[src/rtl/univ_ff_pkg.sv]
// Shared types and constants for the universal flip-flop register bank.
// Mode encodings match the legacy lab boards: SR, JK, D, T.
package univ_ff_pkg;

    typedef enum logic [1:0] {
        MODE_SR = 2'b00,
        MODE_JK = 2'b01,
        MODE_D  = 2'b10,
        MODE_T  = 2'b11
    } mode_t;

    // Next-state of one bit for the given mode; SR 11 holds (flagged elsewhere).
    function automatic logic next_bit(input mode_t mode, input logic q,
                                      input logic a, input logic b);
        logic nq;
        nq = q;
        unique case (mode)
            MODE_SR: begin
                if (a && !b)      nq = 1'b1;
                else if (!a && b) nq = 1'b0;
            end
            MODE_JK: begin
                if (a && b)       nq = ~q;
                else if (a)       nq = 1'b1;
                else if (b)       nq = 1'b0;
            end
            MODE_D:               nq = a;
            MODE_T:               nq = q ^ a;
            default:              nq = q;
        endcase
        return nq;
    endfunction

endpackage

[src/rtl/univ_ff_reg_if.sv]
// Control/data bundle between a driver and the univ_ff_reg register bank.
// The master drives mode and operands; the slave (the bank) returns state and error status.
interface univ_ff_reg_if #(
    parameter int WIDTH = 8,
    parameter int CNT_W = 8
);
    import univ_ff_pkg::*;

    logic             en;
    mode_t            mode;
    logic [WIDTH-1:0] a;
    logic [WIDTH-1:0] b;
    logic             clr_err;
    logic [WIDTH-1:0] q;
    logic [WIDTH-1:0] qbar;
    logic             err;
    logic [CNT_W-1:0] err_cnt;

    modport master (
        output en, mode, a, b, clr_err,
        input  q, qbar, err, err_cnt
    );

    modport slave (
        input  en, mode, a, b, clr_err,
        output q, qbar, err, err_cnt
    );

endinterface

[src/rtl/univ_ff_cell.sv]
// One storage bit of the universal register: SR/JK/D/T behaviour chosen by mode.
// Reports the SR 11 combination as illegal; that bit then holds.
module univ_ff_cell
    import univ_ff_pkg::*;
(
    input  logic  clk,
    input  logic  rst_n,
    input  logic  en,
    input  mode_t mode,
    input  logic  a,
    input  logic  b,
    input  logic  rst_val,
    output logic  q,
    output logic  illegal
);

    logic q_next;

    assign q_next  = next_bit(mode, q, a, b);
    assign illegal = en && (mode == MODE_SR) && a && b;

    // NOTE: state registers use non-blocking assignments so every bit samples pre-edge values.
    always_ff @(posedge clk or negedge rst_n) begin
        if (!rst_n) begin
            q <= rst_val;
        end else if (en) begin
            q <= q_next;
        end
    end

endmodule

[src/rtl/univ_ff_reg.sv]
// WIDTH-bit multi-mode register bank with a sticky SR-illegal flag and a saturating error counter.
// Bits are independent cells; this level only combines their illegal outputs.
module univ_ff_reg
    import univ_ff_pkg::*;
#(
    parameter int               WIDTH     = 8,
    parameter logic [WIDTH-1:0] RESET_VAL = '0,
    parameter int               CNT_W     = 8
) (
    input  logic          clk,
    input  logic          rst_n,
    univ_ff_reg_if.slave  bus
);

    logic [WIDTH-1:0] q_r;
    logic [WIDTH-1:0] ill_bits;
    logic             illegal;
    logic             err_r;
    logic [CNT_W-1:0] cnt_r;
    logic [CNT_W-1:0] cnt_next;

    for (genvar i = 0; i < WIDTH; i++) begin : g_cell
        univ_ff_cell u_cell (
            .clk     (clk),
            .rst_n   (rst_n),
            .en      (bus.en),
            .mode    (bus.mode),
            .a       (bus.a[i]),
            .b       (bus.b[i]),
            .rst_val (RESET_VAL[i]),
            .q       (q_r[i]),
            .illegal (ill_bits[i])
        );
    end

    // Several offending bits in one cycle still count as a single event.
    assign illegal = |ill_bits;

    // NOTE: every output of this block gets a default first, so no latch is inferred.
    always_comb begin
        cnt_next = cnt_r;
        if (bus.clr_err) begin
            cnt_next = illegal ? CNT_W'(1) : '0;
        end else if (illegal && !(&cnt_r)) begin
            cnt_next = cnt_r + CNT_W'(1);
        end
    end

    always_ff @(posedge clk or negedge rst_n) begin
        if (!rst_n) begin
            err_r <= 1'b0;
            cnt_r <= '0;
        end else begin
            cnt_r <= cnt_next;
            if (bus.clr_err) begin
                err_r <= illegal;
            end else if (illegal) begin
                err_r <= 1'b1;
            end
        end
    end

    assign bus.q       = q_r;
    assign bus.qbar    = ~q_r;
    assign bus.err     = err_r;
    assign bus.err_cnt = cnt_r;

endmodule

[src/flat_wrapper.sv]
// flat-port wrapper written by rule: the top's interface ports become plain ports
module univ_ff_reg_flat import univ_ff_pkg::*;
#(
    parameter int               WIDTH     = 8,
    parameter logic [WIDTH-1:0] RESET_VAL = '0,
    parameter int               CNT_W     = 8
)
  (clk, rst_n, bus_en, bus_mode, bus_a, bus_b, bus_clr_err, bus_q, bus_qbar, bus_err, bus_err_cnt);
  univ_ff_reg_if #(.WIDTH(WIDTH), .CNT_W(CNT_W)) bus_i ();
  input  logic clk;
  input  logic rst_n;
  input wire logic [$bits(bus_i.en)-1:0] bus_en;
  input wire logic [$bits(bus_i.mode)-1:0] bus_mode;
  input wire logic [$bits(bus_i.a)-1:0] bus_a;
  input wire logic [$bits(bus_i.b)-1:0] bus_b;
  input wire logic [$bits(bus_i.clr_err)-1:0] bus_clr_err;
  output wire logic [$bits(bus_i.q)-1:0] bus_q;
  output wire logic [$bits(bus_i.qbar)-1:0] bus_qbar;
  output wire logic [$bits(bus_i.err)-1:0] bus_err;
  output wire logic [$bits(bus_i.err_cnt)-1:0] bus_err_cnt;
  assign bus_i.en = bus_en;
  assign bus_i.mode = bus_mode;
  assign bus_i.a = bus_a;
  assign bus_i.b = bus_b;
  assign bus_i.clr_err = bus_clr_err;
  assign bus_q = bus_i.q;
  assign bus_qbar = bus_i.qbar;
  assign bus_err = bus_i.err;
  assign bus_err_cnt = bus_i.err_cnt;
  univ_ff_reg #(.WIDTH(WIDTH), .RESET_VAL(RESET_VAL), .CNT_W(CNT_W)) u_core (.clk(clk), .rst_n(rst_n), .bus(bus_i));
endmodule
[config.mk]
export PLATFORM = sky130hd
export DESIGN_NAME = univ_ff_reg_flat
export DESIGN_NICKNAME = d
export VERILOG_FILES = /design/src/rtl/univ_ff_pkg.sv /design/src/rtl/univ_ff_reg_if.sv /design/src/rtl/univ_ff_cell.sv /design/src/rtl/univ_ff_reg.sv /design/src/flat_wrapper.sv
export SDC_FILE = /design/constraint.sdc
export NUM_CORES = 1
export LEC_CHECK = 0
export CAP_MARGIN = 20
export CORE_ASPECT_RATIO = 1.25
export CORE_MARGIN = 2
export CORE_UTILIZATION = 45
export DETAILED_ROUTE_END_ITERATION = 6
export GPL_TIMING_DRIVEN = 0
export PLACE_DENSITY = 0.76
export REMOVE_ABC_BUFFERS = 1
export SYNTH_ARGS = -nofsm -noshare
export SYNTH_HDL_FRONTEND = slang
export SYNTH_SLANG_ARGS = --single-unit
[constraint.sdc]
create_clock -name clk -period 1.7 [get_ports clk]
set_input_delay 0.17 -clock clk [delete_from_list [all_inputs] [get_ports clk]]
set_output_delay 0.17 -clock clk [all_outputs]
set_load 0.01 [all_outputs]
After elaboration in Yosys (flattened, before gate mapping)
Cells that the tools add are included.
{"block": "op_classes", "add_sub_neg": 1, "n_eq_ne": 19, "mux": 53, "bitwise": 17, "n_reduce_logical": 72}
{"op": "$mux W1", "n": 43}
{"op": "$logic_and A1 B1 Y1", "n": 42}
{"op": "$ne A4 B4 Y1 const B", "n": 8}
{"op": "$pmux W1 S4", "n": 8}
{"op": "$ne A3 B3 Y1 const B", "n": 8}
{"op": "$reduce_and A3 Y1", "n": 8}
{"op": "$logic_not A1 Y1", "n": 17}
{"op": "$mux W8", "n": 2}
{"op": "$add A8 B1 Y8 const B", "n": 1}
{"op": "$not A1 Y1", "n": 8}
{"op": "$not A8 Y8", "n": 1}
{"op": "$reduce_and A8 Y1", "n": 1}
{"op": "$reduce_or A8 Y1", "n": 1}
{"op": "$xor A1 B1 Y1", "n": 8}
{"op": "$eq A2 B2 Y1 const B", "n": 2}
{"op": "$reduce_bool A2 Y1", "n": 2}
{"op": "$eq A2 B1 Y1 const B", "n": 1}
{"op": "$logic_not A2 Y1", "n": 1}
{"block": "word_totals", "register_bits": 17, "inputBits": 22, "elab_cells": 172}

Logic depth before layout (Yosys ltp)
Gate-level depths: netlist of the first run.
{"block": "logic_depth", "depth_word": 8, "depth_mapped": 6, "depth_no_buf": 6}

Least setup slack after synthesis of the first run
Ideal clock, no wire load.
{"block": "synth_path", "path_type": "reg-to-reg", "startpoint": "reg u_core.cnt_r[6], in the netlist u_core.bus.err_cnt[6]", "endpoint": "reg u_core.cnt_r[5], in the netlist u_core.bus.err_cnt[5]", "setup_ps": 78, "arrival_ps": 1534, "required_time_ps": 1622, "slack_ps": 89, "path_stages_with_launch": 5, "n_path_buf": 0, "cell_sequence": "dfrtp_1 and4_1 a311o_1 or4_1 a21oi_1"}
{"block": "synth_between", "elab_chain_len": 4}
{"element": "start, declared", "line_no": "univ_ff_reg.sv:19", "source": "logic [CNT_W-1:0] cnt_r;"}
{"element": "start signal, assigned", "line_no": "univ_ff_reg.sv:54", "source": "cnt_r <= cnt_next;"}
{"element": "$reduce_and A8 Y1", "line_no": "univ_ff_reg.sv:44", "source": "end else if (illegal && !(&cnt_r)) begin"}
{"element": "$logic_not A1 Y1", "line_no": "univ_ff_reg.sv:44"}
{"element": "$logic_and A1 B1 Y1", "line_no": "univ_ff_reg.sv:44"}
{"element": "$reduce_bool A2 Y1 (no source line)"}
No other way between the ends.
A chain may end at the register's enable or synchronous reset.

Worst setup path in the final report of the first run
{"block": "layout_path", "startpoint": "reg u_core.cnt_r[0], in the netlist u_core.bus.err_cnt[0]", "endpoint": "reg u_core.cnt_r[3], in the netlist u_core.bus.err_cnt[3]"}
{"block": "layout_between", "elab_chain_len": 4}
{"element": "parallel branches: the longest is 4 deep, another holds $add A8 B1 Y8"}
Several ways; the timed one is not identified. The select of a mux whose other input is x is not followed.

==> flow_metrics.py, run 1 <==
metrics = {
    "pwr": {
        "pwr-share-clk_pct": 21.5,
        "p_int_mw": 0.951,
        "vdd_ir_drop_max_mv": 0.369,
        "combPwrFrac_pct": 42.2,
        "swShare_pct": 33.9,
        "seq_power_share_pct": 36.3,
        "power_mw": 1.44,
        "p_switching_mw": 0.487,
        "power_density_nw_per_um2": 600,
        "leakage_nw": 1.12,
    },
    "floorplanning": {
        "die_y_um": 75.6,
        "dieArea_um2": 4630,
        "io_pins": 47,
        "core_um2": 4000,
        "rows": 26,
        "die_x_um": 61.3,
        "start_util_pct": 46.1,
    },
    "logic_synthesis": {
        "yosysSeqAreaShare_pct": 23.1,
        "netlist_area_um2": 1840,
        "syn_avg_cell_area_um2": 8.12,
        "ys_types": 39,
        "syn_inst": 227,
        "ys_ff_latch": 17,
        "ys_warn_count": 0,
    },
    "clock_network": {
        "cts_sinks": 17,
        "cts-buffers-inserted": 3,
        "path_clk_slew_ns": 0.07,
        "clock_latency_ns": 0.25,
        "cts_hold_buf": 0,
        "htree_levels": 1,
        "cts_root_buf": "clkbuf_8",
        "clk_path_buf_depth": 2,
        "cts_tree": "yes",
    },
    "drt": {
        "wire_per_inst_um": 12.9,
        "drt_iter0_drc": 93,
        "drc": 0,
        "ant_nets": 0,
        "dr_total_vias": 1768,
        "finalWirelength_um": 4180,
        "via_per_inst": 5.44,
        "firstDrtPassIters": 4,
    },
    "placement": {
        "port_buffers": 46,
        "place_ws_ns": -1.14,
        "hpwl_um": 3050,
        "dp_cells": 313,
        "place.gp.congestion": 0.836,
    },
    "layout": {
        "mostFrequentLayoutCells": "inv_1, clkdlybuf4s50_1, ha_1",
        "drive_gt1_share_pct": 10.8,
        "antennaDiodeCount": 0,
        "areaGrowthSynthToFinish_pct": 30.1,
        "mostFrequentLayoutCell": "inv_1",
        "fin_cells": 325,
        "nets": 317,
        "final_util_pct": 59.9,
    },
    "outcome": {
        "status": "complete, but fails checks",
        "violations": "negative setup slack",
    },
    "timing": {
        "finClkSkew_ns": 0.00350,
        "timing.final.crit_share_pct": 100,
        "drv_slew": 0,
        "hold_viol_final": 0,
        "tightest_slew_ns": 0.822,
        "final.min_clock_period_ns": 1.70,
        "rsz0062_at_grt": "yes",
        "finalSetupViolCount": 1,
        "hold_slack_ns": 0.341,
        "max-slew-margin-rel_pct": 45.1,
        "timing.final.ws_setup_ns": -0.00386,
        "max_freq_mhz": 587,
    },
    "critical_path": {
        "cp-end-kind": "flop",
        "crit_arrival_ns": 1.87,
        "cp_max_fo": 4,
        "start_kind": "flop",
        "crit_type": "flop to flop",
        "r2r_slack_ns": -0.004,
        "worstPathRequired_ns": 1.87,
    },
    "grt": {
        "grt_pass1_wl_um": 6810,
        "grt_overflow": 0,
        "antenna_found_initial": 0,
        "grt_util_all_layers_pct": 19.0,
        "grt_pass1_vias": 1557,
        "grt_max_degree": 38,
    },
    "job": {
        "cap_violations": 0,
    },
    "hold_path": {
        "hp-class": "input port to flop",
    },
}
-- final timing paths --
check,cells after the start,to,start
worst max-delay path,5,u_core.bus.err_cnt[3],u_core.bus.err_cnt[0]
worst min register to register,2,u_core.bus.err,u_core.bus.err
worst min-delay path,3,u_core.g_cell[1].u_cell.q,bus_en
max in group asynchronous,1,u_core.bus.err_cnt[5],rst_n
worst max register to register,5,u_core.bus.err_cnt[3],u_core.bus.err_cnt[0]
min in group asynchronous,1,u_core.bus.err_cnt[4],rst_n
-- timing repair --
item	in CTS	in global routing
gates resized for setup	23	14
pin swaps	1	4
hold endpoints to repair	0	0
cloned	0	0
buffers inserted	1	7
endpoints found under the setup margin	17	9
-- stage by stage --
step           instance area, µm²  setup TNS (ns)
5_1_grt                      2400         -0.0826
4_1_cts                      2320               0
3_3_place_gp                 2280          -12.91
2_1_floorplan                1750               0
3_5_place_dp                 2280          -13.76
6_report                     2400        -0.00386
-- layout make-up --
cell class,instances,area [µm²]
well taps,56,70.1
inverters,35,131
repair buffers,54,508
clock buffers,3,41.3
multi-input cells,159,1210
clock inverters,1,5.00
flip-flops and latches,17,428
fillers,375,1600
-- cells by family after synthesis --
group                      after synthesis  synth area share, %
muxes                                   11                 6.38
buffers and inverters                   51                 12.4
adders and majority gates               25                 17.0
and+or+nand+nor                         57                 17.2
AOI/OAI and AO/OA                       66                 24.0
DFF                                     17                 23.1
-- registers in the layout, indices dropped and copies added, names as in the netlist --
signal / count
u_core.bus.err: 1
u_core.bus.err_cnt: 8
u_core.g_cell.u_cell.q: 8
-- synth_stat cells --
master	instances	area share (%)
a211o_1	1	0.47
a211oi_1	3	1.2
a21oi_1	6	1.6
a221oi_1	3	1.4
a22oi_1	8	3.3
a311o_1	1	0.54
a311oi_1	2	0.95
a31oi_1	10	3.4
a32oi_1	4	1.9
a41o_1	1	0.54
and2_1	1	0.34
and3_1	3	1.0
and3b_1	1	0.47
and4_1	2	0.95
buf_4	8	3.3
buf_6	1	0.61
clkbuf_1	7	1.4
dfrtp_1	17	23
ha_1	25	17
inv_1	35	7.1
mux2_2	6	3.7
mux2i_1	5	2.7
nand2_1	3	0.61
nand2b_1	5	1.7
nand3_1	3	0.81
nand3b_1	3	1.2
nand4_1	2	0.68
nor2_1	19	3.9
nor2b_1	4	1.4
nor3_1	2	0.54
nor3b_1	4	1.6
o211ai_1	4	1.6
o21ai_0	16	4.3
o22ai_1	3	1.0
o31ai_1	3	1.2
o41ai_1	1	0.47
or3_1	2	0.68
or3b_1	1	0.47
or4_1	2	0.81
-- power groups by stage --
stage | sequential, mW | clock [mW] | combinational [mW]
2_1_floorplan | 0.538 | 0 | 0.248
3_3_place_gp | 0.528 | 0 | 0.597
3_5_place_dp | 0.531 | 0 | 0.605
4_1_cts | 0.523 | 0.312 | 0.601
5_1_grt | 0.531 | 0.333 | 0.672
6_report | 0.522 | 0.310 | 0.607
-- layer usage --
layer	vias to the layer above	part of all wire (%)	track usage [%]
met1	822	43	25.1
met5	-	0	0
met2	45	52	32.7
met4	0	0.43	4.11
li1	899	-	-
met3	2	4.0	2.72
-- worst max-delay path, stage by stage, from the launching register on --
cell and delay (ns):
dfrtp_1 0.42, ha_2 0.23, a311o_1 0.39, buf_4 0.15
or3_1 0.30, a21oi_1 0.13
(Power assumes the default switching activity.)
==> run 2: changes to the inputs <==
--- a/config.mk
+++ b/config.mk
@@ -8,10 +8,10 @@
 export CAP_MARGIN = 20
 export CORE_ASPECT_RATIO = 1.25
 export CORE_MARGIN = 2
-export CORE_UTILIZATION = 45
+export CORE_UTILIZATION = 30
 export DETAILED_ROUTE_END_ITERATION = 6
 export GPL_TIMING_DRIVEN = 0
-export PLACE_DENSITY = 0.76
+export PLACE_DENSITY = 0.55
 export REMOVE_ABC_BUFFERS = 1
 export SYNTH_ARGS = -nofsm -noshare
 export SYNTH_HDL_FRONTEND = slang
==> run 2 against run 1 <==
Effect of this change:
- non-clock buffer count unchanged
- highest routed layer unchanged
- wire length increased by 9.8%
- the flow now finishes without violations
- critical endpoint is now u_core.bus.err_cnt[5]
- largest cell class unchanged
- worst setup slack improved by 0.045 ns
- global-route usage decreased by 5.0 points
==> flow_metrics.py, run 2 (synthesized netlist as in run 1, its figures left out) <==
metrics = {
    "layout": {
        "mostFrequentLayoutCells": "inv_1, clkdlybuf4s50_1, ha_1",
        "final_util_pct": 41.9,
        "antennaDiodeCount": 0,
        "areaGrowthSynthToFinish_pct": 33.2,
        "mostFrequentLayoutCell": "inv_1",
        "nets": 317,
        "drive_gt1_share_pct": 10.4,
    },
    "outcome": {
        "status": "complete, no violations",
    },
    "grt": {
        "grt_overflow": 0,
        "grt_pass1_vias": 1688,
        "grt_util_all_layers_pct": 14.0,
        "grt_max_degree": 33,
        "grt_pass1_wl_um": 7690,
        "antenna_found_initial": 0,
    },
    "timing": {
        "finClkSkew_ns": 0.00199,
        "final.min_clock_period_ns": 1.66,
        "rsz0062_at_grt": "yes",
        "tightest_slew_ns": 0.863,
        "max-slew-margin-rel_pct": 42.3,
        "max_freq_mhz": 603,
        "finalSetupViolCount": 0,
        "drv_slew": 0,
        "timing.final.crit_share_pct": 97.6,
        "hold_viol_final": 0,
    },
    "clock_network": {
        "cts_tree": "yes",
        "path_clk_slew_ns": 0.07,
        "clock_latency_ns": 0.25,
        "clk_path_buf_depth": 2,
        "cts_hold_buf": 0,
        "cts_sinks": 17,
        "cts-buffers-inserted": 3,
        "htree_levels": 1,
        "cts_root_buf": "clkbuf_8",
    },
    "critical_path": {
        "path_cells": "ha_2 -> a311o_1 -> or4_1 -> a21oi_2",
        "critical_path.startpoint": "u_core.bus.err_cnt[1]",
        "r2r-end": "u_core.bus.err_cnt[5]",
        "slowest_stage": "or4_1",
        "r2r_slack_ns": 0.04,
        "cpPeakStageDelay_ns": 0.43,
        "start_kind": "flop",
        "cp_num_buf_inv": 0,
        "cp-end-kind": "flop",
        "r2r_cells": 4,
        "cp_top_family": "compound AO/OA/AOI/OAI gates",
        "worstPathRequired_ns": 1.88,
        "crit_arrival_ns": 1.83,
        "crit_type": "flop to flop",
        "cp_max_fo": 4,
        "crit-reg2reg-launch": "u_core.bus.err_cnt[1]",
    },
    "floorplanning": {
        "rows": 31,
        "core_um2": 5860,
        "die_x_um": 74.1,
        "io_pins": 47,
        "start_util_pct": 31.5,
        "die_y_um": 91.7,
        "dieArea_um2": 6790,
    },
    "drt": {
        "dr_total_vias": 1803,
        "ant_nets": 0,
        "firstDrtPassIters": 5,
        "wire_per_inst_um": 13.1,
        "finalWirelength_um": 4590,
        "via_per_inst": 5.14,
        "drt_iter0_drc": 57,
        "drc": 0,
    },
    "placement": {
        "place.gp.congestion": 0.801,
        "hpwl_um": 3450,
        "port_buffers": 46,
    },
    "hold_path": {
        "hp-class": "input port to async pin",
    },
    "pwr": {
        "power_density_nw_per_um2": 595,
        "vdd_ir_drop_max_mv": 0.240,
        "leakage_nw": 1.13,
        "power_mw": 1.46,
    },
    "job": {
        "cap_violations": 0,
    },
}
[run 2: what timing repair did]
action,CTS,global route
endpoints found under the setup margin,17,5
hold endpoints to repair,0,0
gates resized for setup,29,9
setup buffers,3,4
pin swaps,2,1
[run 2: layer usage]
layer,routed length [µm],track usage [%],vias to the layer above
li1,-,-,891
met2,2380,24.2,35
met4,24,3.48,0
met1,2050,18.1,875
met3,139,1.65,2
met5,0,0,-
[run 2: how the worst max path moves through the flow]
stage | end | slack (ns) | cells past startpoint
after floorplan | u_core.bus.err_cnt[5] | 0.09 | 4
after global placement | u_core.bus.err_cnt[5] | -1.18 | 5
after detailed placement | u_core.bus.err_cnt[5] | -1.10 | 5
after CTS | u_core.bus.err_cnt[4] | 0.004 | 5
after global routing | u_core.bus.err_cnt[5] | -0.03 | 4
final | u_core.bus.err_cnt[5] | 0.04 | 4
[run 2: worst reg2reg max path, delay by kind of cell (launching register included)]
kind,cells,cell delay (ns)
simple gates,1,0.43
flops,1,0.41
compound gates,2,0.54
fa+ha+maj,1,0.21
[run 2: per-stage QoR]
stage / TNS, ns / hold slack [ns] / instances / worst slack [ns] / area (µm²)
6_report: 0 / 0.406 / 351 / 0.0409 / 2460
3_5_place_dp: -12.10 / 0.519 / 340 / -1.10 / 2340
3_3_place_gp: -14.24 / 0.516 / 339 / -1.18 / 2310
5_1_grt: -0.0284 / 0.473 / 351 / -0.0284 / 2460
4_1_cts: 0 / 0.447 / 347 / 0.00360 / 2400
2_1_floorplan: 0 / -0.126 / 211 / 0.0889 / 1750
[run 2: power breakdown]
| part | leakage, nW | internal, mW | switching (mW) |
|---|---|---|---|
| Clock | 0.0228 | 0.167 | 0.151 |
| Sequential | 0.217 | 0.455 | 0.0687 |
| Combinational | 0.888 | 0.340 | 0.280 |
| Total | 1.13 | 0.962 | 0.499 |
[run 2: area by class of cell]
type | count | area (µm²)
fillers | 610 | 3400
multi-input cells | 159 | 1210
repair buffers | 54 | 536
flip-flops and latches | 17 | 428
inverters | 35 | 131
well taps | 82 | 103
clock buffers | 4 | 45.0
